===== config.mk =====
export PLATFORM = sky130hd
export DESIGN_NAME = eks_round_ctrl
export DESIGN_NICKNAME = d
export VERILOG_FILES = /design/src/rtl/eks_round_ctrl.sv
export SDC_FILE = /design/constraint.sdc
export NUM_CORES = 1
export LEC_CHECK = 0
export ABC_CLOCK_PERIOD_IN_PS = 8100
export CAP_MARGIN = 20
export CORE_MARGIN = 2
export CORE_UTILIZATION = 53
export CTS_CLUSTER_SIZE = 16
export DETAILED_ROUTE_END_ITERATION = 12
export PLACE_DENSITY = 0.75
export REMOVE_ABC_BUFFERS = 1
export SLEW_MARGIN = 20
export SYNTH_ARGS = -nofsm -noshare
export SYNTH_HDL_FRONTEND = slang
export SYNTH_SLANG_ARGS = --single-unit

===== constraint.sdc =====
create_clock -name clk -period 8.1 [get_ports clk]
set_input_delay 2.43 -clock clk [delete_from_list [all_inputs] [get_ports clk]]
set_output_delay 2.43 -clock clk [all_outputs]
set_load 0.005 [all_outputs]

===== src/rtl/eks_round_ctrl.sv =====
// Round sequencer for the bcrypt expensive key schedule: issues the initial
// salted expand, 2^cost key/salt expand pairs, then CTEXT_ROUNDS encryptions.
module eks_round_ctrl #(
    parameter int COST_W       = 5,
    parameter int MIN_COST     = 4,
    parameter int MAX_COST     = 31,
    parameter int CTEXT_ROUNDS = 64,
    localparam int ITER_W      = MAX_COST + 1,
    localparam int CT_W        = (CTEXT_ROUNDS > 1) ? $clog2(CTEXT_ROUNDS) : 1
) (
    input  logic              clk,
    input  logic              rst_l,
    input  logic              start,
    input  logic              abort,
    input  logic [COST_W-1:0] cost,
    output logic              op_valid,
    output logic [1:0]        op_code,
    input  logic              op_ready,
    input  logic              op_done,
    output logic [ITER_W-1:0] iter,
    output logic [CT_W-1:0]   ct_idx,
    output logic              busy,
    output logic              done,
    output logic              err,
    output logic              aborted
);

    typedef enum logic [3:0] {
        IDLE, INIT_ISSUE, INIT_WAIT, KEY_ISSUE, KEY_WAIT,
        SALT_ISSUE, SALT_WAIT, CT_ISSUE, CT_WAIT, DONE
    } state_t;

    localparam logic [ITER_W-1:0] ITER_ONE = ITER_W'(1);
    localparam logic [CT_W-1:0]   CT_LAST  = CT_W'(CTEXT_ROUNDS - 1);

    state_t             state, state_nxt;
    logic [COST_W-1:0]  cost_q;
    logic [ITER_W-1:0]  iter_q, iter_nxt, iter_last;
    logic [CT_W-1:0]    ct_q, ct_nxt;
    logic               err_q, err_nxt;
    logic               aborted_q, aborted_nxt;
    logic               cost_ld;
    logic               cost_legal;

    function automatic logic cost_in_range(input logic [COST_W-1:0] c);
        return (int'(c) >= MIN_COST) && (int'(c) <= MAX_COST);
    endfunction

    assign cost_legal = cost_in_range(cost);
    // Last pair index is 2^cost-1, formed at full ITER_W so cost=MAX_COST does not wrap.
    assign iter_last  = (ITER_ONE << cost_q) - ITER_ONE;

    always_ff @(posedge clk or negedge rst_l) begin
        if (!rst_l) begin
            state     <= IDLE;
            iter_q    <= '0;
            ct_q      <= '0;
            err_q     <= 1'b0;
            aborted_q <= 1'b0;
        end else begin
            state     <= state_nxt;
            iter_q    <= iter_nxt;
            ct_q      <= ct_nxt;
            err_q     <= err_nxt;
            aborted_q <= aborted_nxt;
        end
    end

    always_ff @(posedge clk) begin
        if (cost_ld) cost_q <= cost;
    end

    always_comb begin
        state_nxt   = state;
        iter_nxt    = iter_q;
        ct_nxt      = ct_q;
        err_nxt     = 1'b0;
        aborted_nxt = 1'b0;
        cost_ld     = 1'b0;
        op_valid    = 1'b0;
        op_code     = 2'd0;
        unique case (state)
            IDLE: begin
                if (start && !abort) begin
                    if (cost_legal) begin
                        state_nxt = INIT_ISSUE;
                        iter_nxt  = '0;
                        ct_nxt    = '0;
                        cost_ld   = 1'b1;
                    end else begin
                        err_nxt = 1'b1;
                    end
                end
            end
            INIT_ISSUE: begin
                op_valid = 1'b1;
                op_code  = 2'd0;
                if (op_ready) state_nxt = INIT_WAIT;
            end
            INIT_WAIT: if (op_done) state_nxt = KEY_ISSUE;
            KEY_ISSUE: begin
                op_valid = 1'b1;
                op_code  = 2'd1;
                if (op_ready) state_nxt = KEY_WAIT;
            end
            KEY_WAIT: if (op_done) state_nxt = SALT_ISSUE;
            SALT_ISSUE: begin
                op_valid = 1'b1;
                op_code  = 2'd2;
                if (op_ready) state_nxt = SALT_WAIT;
            end
            SALT_WAIT: begin
                if (op_done) begin
                    if (iter_q == iter_last) begin
                        state_nxt = CT_ISSUE;
                    end else begin
                        iter_nxt  = iter_q + ITER_ONE;
                        state_nxt = KEY_ISSUE;
                    end
                end
            end
            CT_ISSUE: begin
                op_valid = 1'b1;
                op_code  = 2'd3;
                if (op_ready) state_nxt = CT_WAIT;
            end
            CT_WAIT: begin
                if (op_done) begin
                    if (ct_q == CT_LAST) begin
                        state_nxt = DONE;
                    end else begin
                        ct_nxt    = ct_q + CT_W'(1);
                        state_nxt = CT_ISSUE;
                    end
                end
            end
            DONE:    state_nxt = IDLE;
            default: state_nxt = IDLE;
        endcase

        // Abort overrides any pending op_done; counters keep their values.
        if (abort && (state != IDLE) && (state != DONE)) begin
            state_nxt   = IDLE;
            iter_nxt    = iter_q;
            ct_nxt      = ct_q;
            aborted_nxt = 1'b1;
        end
    end

    assign iter    = iter_q;
    assign ct_idx  = ct_q;
    assign busy    = (state != IDLE) && (state != DONE);
    assign done    = (state == DONE);
    assign err     = err_q;
    assign aborted = aborted_q;

endmodule


==> results of run 1 <==
-- worst reg2reg max path: stages, from the launching register on --
cell and delay (ns):
edfxtp_1 0.77, or3_4 0.58, or3_1 0.32, ha_1 0.45, nor4_1 0.47, mux2_2 0.23, a22oi_1 0.07, xnor2_1 0.23
nor4_1 0.08, and4_1 0.20, buf_4 0.27, or4_1 0.58, a21oi_1 0.18
-- through the flow --
stage	cell area [um^2]	utilization [%]	setup slack [ns]	power, mW
after global placement	4280	62.3	3.19	0.518
after CTS	4420	64.4	3.41	0.697
after global routing	4420	64.4	3.13	0.732
after floorplan	3600	-	3.83	0.433
final	4420	64.4	3.36	0.695
after detailed placement	4310	62.7	3.10	0.525
-- registers in the layout, indices dropped and copies added, names as in the netlist --
signal and count:
iter 32, ct_idx 6, cost_q 5, state 4
aborted 1, err 1
-- worst min path at each step --
stage | start | to | slack (ns) | depth (start not counted)
after global routing | ct_idx[1] | ct_idx[1] | 0.59 | 2
after CTS | ct_idx[1] | ct_idx[1] | 0.56 | 2
after floorplan | ct_idx[1] | ct_idx[1] | 0.52 | 2
after detailed placement | ct_idx[1] | ct_idx[1] | 0.53 | 2
final | ct_idx[1] | ct_idx[1] | 0.55 | 2
after global placement | ct_idx[1] | ct_idx[1] | 0.52 | 2
-- final cells by class --
| type | instances | area, um^2 |
|---|---|---|
| Clock buffer | 8 | 111 |
| Multi-Input combinational cell | 377 | 2290 |
| Sequential cell | 49 | 1250 |
| Fill cell | 614 | 2450 |
| Inverter | 14 | 52.6 |
| Tap cell | 96 | 120 |
| Timing Repair Buffer | 59 | 593 |
-- cells by family after synthesis --
family,Yosys count
fa+ha+maj,4
buf+inv,49
mux,5
xor+xnor,11
compound gates,149
simple gates,208
flops,49
-- synth_stat cells, drive strengths merged (6+ instances only) --
| cell | count |
|---|---|
| or4 | 10 |
| nand2 | 33 |
| and2 | 10 |
| xnor2 | 9 |
| clkbuf | 12 |
| nor2 | 18 |
| nor2b | 6 |
| nand4 | 15 |
| nand3 | 27 |
| o21ai | 44 |
| or3 | 31 |
| inv | 12 |
| dfrtp | 44 |
| and3 | 17 |
| buf | 23 |
| nor4 | 8 |
| nor3 | 10 |
| o31ai | 11 |
| a21oi | 46 |
-- report_power, final --
part           internal (mW)  switching [mW]  leakage [nW]
Combinational          0.102           0.113         0.935
Sequential             0.267          0.0424         0.654
Clock                 0.0884          0.0816        0.0566
Total                  0.457           0.237          1.65
-- routing by layer --
metal / vias up / wire length, um / track usage [%] / share of wire (%)
met5: - / 0 / 0 / 0
met4: 0 / 170 / 7.71 / 1.6
met3: 19 / 656 / 3.82 / 6.1
met2: 165 / 5190 / 45.7 / 48
met1: 1848 / 4740 / 41.2 / 44
li1: 1861 / - / - / -
==> run_results.csv, run 1 <==
group,metric,value,unit
sta,setup_tns,0,ns
yosys,synth_area,3780,um^2
drt,first_iter_violations,292,
setup_path,startpoint_type,"primary input",
floorplanning,fp.dieArea,7830,um^2
cts,worstSkewPairLatency,0.30,ns
cts,post-cts-setup-buffer-count,0,
yosys,yosys_warnings,0,
sta,rsz0062_at_grt,"no",
job,max_cap_viol_count,0,
setup_path,worstSetupPathType,"in2reg",
sta,finalClockSkew,0.00784,ns
cts,htree_levels,2,
cts,max-clock-path-buffers,2,
setup_path,path_delay_family,"simple AND/OR/NAND/NOR gates",
setup_path,ff2ff_setup_slack,3.59,ns
yosys,yosys.area_share.adder,1.26,%
global_routing,overflow,0,
setup_path,endpoint,"iter[30]",
sta,drv_slew,0,
floorplanning,fp.dieH,88.5,um
yosys,synth_cells,475,
drt,drc,0,
setup_path,worstRegToRegCells,12,
yosys,synth_cell_types,66,
drt,dr.pass1.iters,5,
sta,setup-violations-final,0,
sta,fin_crit,4.74,ns
yosys,yosys.area.top_type_share,29.1,%
sta,holdWs,0.550,ns
drt,wl_per_cell,17.9,um
power_and_ir_drop,power_density,157,nW/um^2
yosys,muxShareOfSynthArea,1.72,%
floorplanning,die_w,88.5,um
floorplanning,num_rows,30,
yosys,yosysSeqAreaShare,33.1,%
setup_path,critPathCaptureType,"flop",
cts,cts_buffers,5,
placed_design,gp_congestion,0.925,
yosys,synth_seq_cells,49,
setup_path,cpMostUsedCell,"nand2_1",
cts,clock-sinks,49,
setup_path,required,8.34,ns
finish,drive_gt1_share,4.34,%
drt,ant_nets,0,
setup_path,crit_chain,"clkdlybuf4s50_1 -> nor2b_1 -> nand2_1 -> o22ai_1 -> and3_1 -> nand2_1 -> or4_1 -> a21oi_1",
global_routing,grt_pass1_wl,17.6,mm
cts,clk_pin_slew,0.09,ns
yosys,synth.avg_cell_area,7.96,um^2
finish,layout_common_cells,"clkdlybuf4s50_1, a21oi_1, dfrtp_1, o21ai_0, nand2_1",
yosys,synth-xor-area-share,2.55,%
power_and_ir_drop,leakage,1.65,nW
finish,syn2layout_area_growth,16.9,%
drt,avgViaCountPerCell,6.46,
setup_path,r2r_start,"cost_q[2]",
setup_path,worstSetupStartpoint,"abort",
setup_path,critPathBufInv,1,
setup_path,crit_arrival,4.97,ns
placed_design,portBuffers,55,
yosys,synth_top_family_by_area,"simple AND/OR/NAND/NOR gates",
hold_path,hp-class,"reg2reg",
sta,worstMarginPinSlew,0.947,ns
yosys,synth-edff-count,5,
finish,final_nets,520,
yosys,synth-compound-area-share,24.2,%
global_routing,grtUsageTotal,28.6,%
setup_path,critical_path.max_stage_delay,0.53,ns
setup_path,cp_max_fo,13,
setup_path,crit_slowest_cell,"and3_1",
floorplanning,start_util,55.1,%
finish,final_common_cell,"clkdlybuf4s50_1",
placed_design,dp_cells,595,
floorplanning,pin_count,56,
setup_path,cp.depth,8,
sta,relSlewSlack,36.9,%
cts,cts_hold_buffers,0,
drt,vias,3893,
placed_design,dp_hpwl,7.59,mm
run_status,status,"finished, final reports clean",
finish,diodes,0,
sta,finalCritPeriodShare,58.5,%
yosys,yosys.area_share.simple,30.9,%
cts,root_buffer,"clkbuf_8",
sta,hold_viol,0,
global_routing,grt_max_degree,65,
global_routing,grt_pass1_vias,3490,
yosys,synth_area_leaders,"dfrtp_1, a21oi_1, o21ai_0",
yosys,ys.flop_type,"dfrtp_1",
yosys,synth_top_area_cell,"dfrtp_1",
cts,cts_tree,"done",
power_and_ir_drop,irDropWorstVdd,0.147,mV
drt,wirelength,10.8,mm
setup_path,timing.rr.end,"iter[13]",
sta,fmax,211,MHz
cts,cts_resized,0,
finish,final_cells,603,
floorplanning,coreArea,6870,um^2
yosys,async_flop_share,89.8,%
global_routing,antenna_found_initial,0,
(Power assumes the default switching activity.)
==> inputs of run 2 (changes only) <==
- ABC_CLOCK_PERIOD_IN_PS: 8100 -> 4800
- clock period: 8.1 -> 4.8 ns (I/O delays scaled with it)
==> run 2 against run 1 <==
  * Wire length is 5.1% higher
  * Critical path depth is 4 higher
  * Non-clock buffer count increased by 6
  * Clock skew up 0.0048 ns
  * Combinational power up 77%
  * Sequential share of layout area decreased by 0.30 points
  * Sequential power rose by 63%
  * Clock power up 96%
  * Via count rose by 2.9%
  * Final cell count is 1.0% higher
  * Worst hold slack improved by 0.033 ns
  * Cell area grew 1.1%
  * Largest power group unchanged
==> run_results.csv, run 2 (same netlist as run 1, synthesis figures left out) <==
group,metric,value,unit
power_and_ir_drop,p_int,0.807,mW
cts,cts_resized,0,
global_routing,overflow,0,
drt,wirelength,11.3,mm
global_routing,grtUsageTotal,29.7,%
sta,finalCritPeriodShare,84.0,%
hold_path,hp-class,"reg2reg",
cts,cts_hold_buffers,0,
sta,fin_crit,4.03,ns
floorplanning,coreArea,6870,um^2
sta,hold_viol,0,
setup_path,startpoint_type,"flop",
finish,utilization,65.1,%
floorplanning,num_rows,30,
drt,ant_nets,0,
floorplanning,fp.dieArea,7830,um^2
sta,worstMarginPinSlew,0.607,ns
placed_design,portBuffers,55,
setup_path,critPathCaptureType,"flop",
global_routing,grt_max_degree,46,
power_and_ir_drop,irDropWorstVdd,0.247,mV
finish,syn2layout_area_growth,18.2,%
cts,cts_buffers,5,
sta,setup_tns,0,ns
drt,vias,4007,
finish,drive_gt1_share,5.65,%
power_and_ir_drop,p_sw_share,33.8,%
drt,avgViaCountPerCell,6.58,
power_and_ir_drop,p_seq_share,41.4,%
setup_path,worstSetupPathType,"reg2reg",
drt,first_iter_violations,319,
sta,setup-violations-final,0,
drt,dr.pass1.iters,5,
drt,drc,0,
power_and_ir_drop,leakage,1.68,nW
cts,root_buffer,"clkbuf_8",
placed_design,dp_hpwl,8.06,mm
power_and_ir_drop,power.switching,0.412,mW
power_and_ir_drop,p_clk_share,27.3,%
finish,final_nets,526,
power_and_ir_drop,combPwrFrac,31.3,%
floorplanning,fp.dieH,88.5,um
finish,final_common_cell,"clkdlybuf4s50_1",
sta,drv_slew,0,
drt,wl_per_cell,18.6,um
sta,relSlewSlack,59.5,%
sta,rsz0062_at_grt,"no",
cts,clock-sinks,49,
setup_path,required,5.04,ns
run_status,status,"finished, final reports clean",
cts,htree_levels,2,
power_and_ir_drop,power_density,273,nW/um^2
global_routing,grt_pass1_vias,3597,
cts,max-clock-path-buffers,2,
cts,post-cts-setup-buffer-count,0,
placed_design,gp_congestion,1.02,
floorplanning,start_util,55.1,%
finish,largest_reg_flops,32,
job,max_cap_viol_count,0,
sta,finalClockSkew,0.0127,ns
cts,clk_pin_slew,0.10,ns
finish,diodes,0,
global_routing,antenna_found_initial,0,
finish,fillers,613,
setup_path,cp_max_fo,45,
sta,holdWs,0.584,ns
floorplanning,die_w,88.5,um
cts,cts_tree,"done",
setup_path,crit_arrival,4.27,ns
finish,layout_common_cells,"clkdlybuf4s50_1, a21oi_1, dfrtp_1, o21ai_0, nand2_1",
floorplanning,pin_count,56,
cts,worstSkewPairLatency,0.31,ns
sta,fmax,248,MHz
global_routing,grt_pass1_wl,18.1,mm
[run 2: worst paths after layout]
path / from / to / slack, ns / cells after the start
setup / recovery: cost_q[1] / iter[25] / 0.77 / 12
hold reg to reg: ct_idx[0] / ct_idx[0] / 0.58 / 1
hold / removal: ct_idx[0] / ct_idx[0] / 0.58 / 1
max in group asynchronous: rst_l / iter[18] / 3.29 / 1
min in group asynchronous: rst_l / state[0] / 1.12 / 1
setup reg to reg: cost_q[1] / iter[25] / 0.77 / 12
[run 2: final cells by class]
| cell class | instances | area [um^2] | share of cell area, % |
|---|---|---|---|
| repair buffers | 65 | 623 | 13.9 |
| clock inverters | 2 | 35.0 | 0.784 |
| flip-flops and latches | 49 | 1250 | 28.0 |
| multi-input cells | 377 | 2290 | 51.3 |
| inverters | 14 | 52.6 | 1.18 |
| clock buffers | 6 | 93.8 | 2.10 |
| well taps | 96 | 120 | 2.69 |
[run 2: through the flow]
stage | worst slack (ns) | instances | cell area (um^2) | total power [mW]
final | 0.768 | 609 | 4470 | 1.22
after global routing | 0.432 | 609 | 4470 | 1.28
after CTS | 0.782 | 609 | 4470 | 1.22
after detailed placement | 0.765 | 601 | 4340 | 0.889
after global placement | 0.828 | 601 | 4340 | 0.886
after floorplan | 0.525 | 440 | 3600 | 0.731
[run 2: critical path, cell delays in order (launching register included)]
cell	delay, ns
edfxtp_1	0.47
buf_4	0.21
nor3_1	0.44
nand3_1	0.14
ha_1	0.42
nand3_1	0.27
o21ai_0	0.10
or4b_1	0.51
a2111oi_0	0.42
and4_1	0.30
buf_4	0.35
o21ai_0	0.16
a21oi_1	0.15
[run 2: power groups by stage]
stage          registers [mW]  clock network, mW  logic, mW
2_1_floorplan           0.513                  0      0.217
3_3_place_gp            0.512                  0      0.374
3_5_place_dp            0.512                  0      0.377
4_1_cts                 0.504              0.336      0.380
5_1_grt                 0.512              0.351      0.419
6_report                0.505              0.333      0.382
[run 2: metal layers]
layer	global-route usage [%]	vias up	part of all wire [%]
met3	4.57	34	6.4
met5	0	-	0
met4	11.8	0	3.5
met2	46.2	166	46
met1	41.7	1936	44
li1	-	1871	-
==> inputs of run 3 (changes only) <==
- ABC_CLOCK_PERIOD_IN_PS: 4800 -> 3350
- CORE_UTILIZATION: 53 -> 50
- PLACE_DENSITY: 0.75 -> 0.74
- clock period: 4.8 -> 3.35 ns (I/O delays scaled with it)
==> run 3 against run 2 <==
  * The run now ends with negative setup slack left
  * Global-route usage grew 2.7 points
  * Clock power is 47% higher
  * Worst setup slack lost 0.97 ns
  * Maximum frequency is 13% higher
  * Utilization increased by 8.0 points
  * Sequential share of layout area shrank 4.5 points
  * Cell area grew 19%
  * Non-clock buffer count increased by 34
  * Count of clock-buffer cells in the layout unchanged
  * Combinational power is 69% higher
  * Critical path type unchanged
  * Largest cell class unchanged
  * Highest routed layer unchanged
==> run_results.csv, run 3 (same netlist as run 1, synthesis figures left out) <==
group,metric,value,unit
floorplanning,coreArea,7290,um^2
sta,relSlewSlack,55.0,%
finish,final_common_cell,"clkdlybuf4s50_1",
cts,clk_pin_slew,0.10,ns
setup_path,ff2ff_setup_slack,-0.20,ns
finish,layout_common_cells,"clkdlybuf4s50_1, dfrtp_1, a21oi_1, nand2_1, nand3_1",
setup_path,cp_max_fo,7,
drt,topRoutingLayerUsed,"met4",
setup_path,startpoint_type,"flop",
global_routing,grt_max_degree,45,
cts,cts_buffers,5,
hold_path,hp-class,"reg2reg",
cts,worstSkewPairLatency,0.32,ns
global_routing,grt_pass1_wl,21.7,mm
cts,root_buffer,"clkbuf_8",
sta,setup-violations-final,33,
power_and_ir_drop,p_seq_share,39.1,%
sta,setup_tns,-3.91,ns
floorplanning,start_util,51.9,%
setup_path,required,3.59,ns
floorplanning,pin_count,56,
sta,fin_crit,3.55,ns
hold_path,whs_path_depth,1,
sta,drv_slew,0,
drt,wl_per_cell,21.0,um
job,max_cap_viol_count,0,
setup_path,critPathBufInv,5,
drt,wl_met1,5.40,mm
setup_path,critPathCaptureType,"flop",
drt,dr_wl_met3,1.07,mm
sta,hold_viol,0,
power_and_ir_drop,combPwrFrac,34.7,%
power_and_ir_drop,p_clk_share,26.3,%
run_status,status,"finished with violations",
placed_design,dp_hpwl,8.32,mm
hold_path,min_from,"ct_idx[0]",
finish,fillers,553,
power_and_ir_drop,leakage,2.00,nW
setup_path,crit_slowest_cell,"edfxtp_1",
finish,largest_reg_flops,32,
cts,max-clock-path-buffers,2,
cts,clock-sinks,49,
floorplanning,fp.dieArea,8280,um^2
global_routing,grtUsageTotal,32.4,%
setup_path,r2r_start,"cost_q[3]",
power_and_ir_drop,irDropWorstVdd,0.422,mV
floorplanning,fp.dieH,91.0,um
drt,vias,4408,
placed_design,portBuffers,55,
sta,rsz0062_at_grt,"yes",
drt,dr.pass1.iters,7,
floorplanning,num_rows,31,
power_and_ir_drop,power_density,350,nW/um^2
setup_path,crit_arrival,3.79,ns
drt,wl_met2,6.50,mm
power_and_ir_drop,p_int,1.22,mW
setup_path,endpoint,"iter[11]",
sta,worstMarginPinSlew,0.675,ns
finish,syn2layout_area_growth,40.9,%
placed_design,gp_congestion,1.04,
power_and_ir_drop,p_sw_share,34.7,%
drt,wirelength,13.6,mm
setup_path,worstSetupStartpoint,"cost_q[3]",
setup_path,critical_path.max_stage_delay,0.40,ns
floorplanning,die_w,91.0,um
global_routing,antenna_found_initial,0,
cts,htree_levels,2,
sta,finalWorstSetupSlack,-0.204,ns
power_and_ir_drop,power.switching,0.647,mW
setup_path,worstRegToRegCells,15,
global_routing,overflow,0,
sta,fmax,281,MHz
drt,avgViaCountPerCell,6.82,
drt,drc,0,
drt,first_iter_violations,481,
setup_path,crit_chain,"or3_4 -> or3_4 -> ha_4 -> buf_6 -> xnor2_4 -> buf_6 -> o211ai_1 -> nand3_1 -> nor4_2 -> and4_4 -> buf_12 -> buf_12 -> buf_16 -> o21ai_2 -> a21oi_2",
setup_path,path_delay_family,"simple AND/OR/NAND/NOR gates",
sta,finalCritPeriodShare,106,%
placed_design,dp_slack,-0.236,ns
global_routing,grt_pass1_vias,4307,
finish,drive_gt1_share,21.4,%
setup_path,cp.depth,15,
sta,finalClockSkew,0.0109,ns
cts,cts_tree,"done",
setup_path,timing.rr.end,"iter[11]",
finish,diodes,0,
setup_path,worstSetupPathType,"reg2reg",
run_status,violations,"negative setup slack",
drt,ant_nets,0,
finish,final_nets,560,
==> run 3: changes by cell type in the layout (fill, tap and decap cells not counted), sizes merged <==
cell    previous run  this run
clkinv             3         2
clkbuf             6         7
inv               12        13
buf               11        44
==> run 3: power by group through the flow <==
stage	Sequential, mW	Combinational, mW	Clock [mW]
finish	0.728	0.646	0.490
global route	0.737	0.710	0.521
floorplan	0.736	0.311	0
global placement	0.727	0.567	0
CTS	0.725	0.622	0.500
detailed placement	0.731	0.571	0
==> run 3: what timing repair did <==
action	4_1_cts	5_1_grt
gates resized for setup	55	51
gates cloned	6	1
hold buffers	0	0
buffers inserted	8	2
setup endpoints to repair	33	33
pin swaps	26	25
==> run 3: worst min-delay path by stage <==
stage                end  slack [ns]
2_1_floorplan  ct_idx[1]        0.52
3_3_place_gp   ct_idx[1]        0.53
5_1_grt        ct_idx[0]        0.60
3_5_place_dp   ct_idx[0]        0.56
4_1_cts        ct_idx[0]        0.58
6_report       ct_idx[0]        0.58
==> run 3: through the flow <==
stage          total power, mW  hold slack, ns  area [um^2]  std cells  utilization (%)
2_1_floorplan             1.05           0.517         3600        440                -
3_3_place_gp              1.29           0.526         4500        622             61.8
3_5_place_dp              1.30           0.563         4500        622             61.8
4_1_cts                   1.85           0.582         5170        644             70.9
5_1_grt                   1.97           0.597         5330        646             73.1
6_report                  1.86           0.579         5330        646             73.1
==> run 3: per-layer routing <==
| metal | global-route usage, % | vias up |
|---|---|---|
| met5 | 0 | - |
| met4 | 15.2 | 0 |
| met3 | 6.39 | 52 |
| met2 | 51.7 | 239 |
| met1 | 42.5 | 2169 |
| li1 | - | 1948 |
==> run 3: layout make-up <==
cell class                      instances  area [um^2]  area share (%)
Timing Repair Buffer                   99         1120            21.0
Sequential cell                        49         1250            23.5
Inverter                               14         52.6           0.986
Clock inverter                          2         38.8           0.728
Multi-Input combinational cell        377         2650            49.7
Tap cell                               99          124            2.33
Clock buffer                            6         93.8            1.76
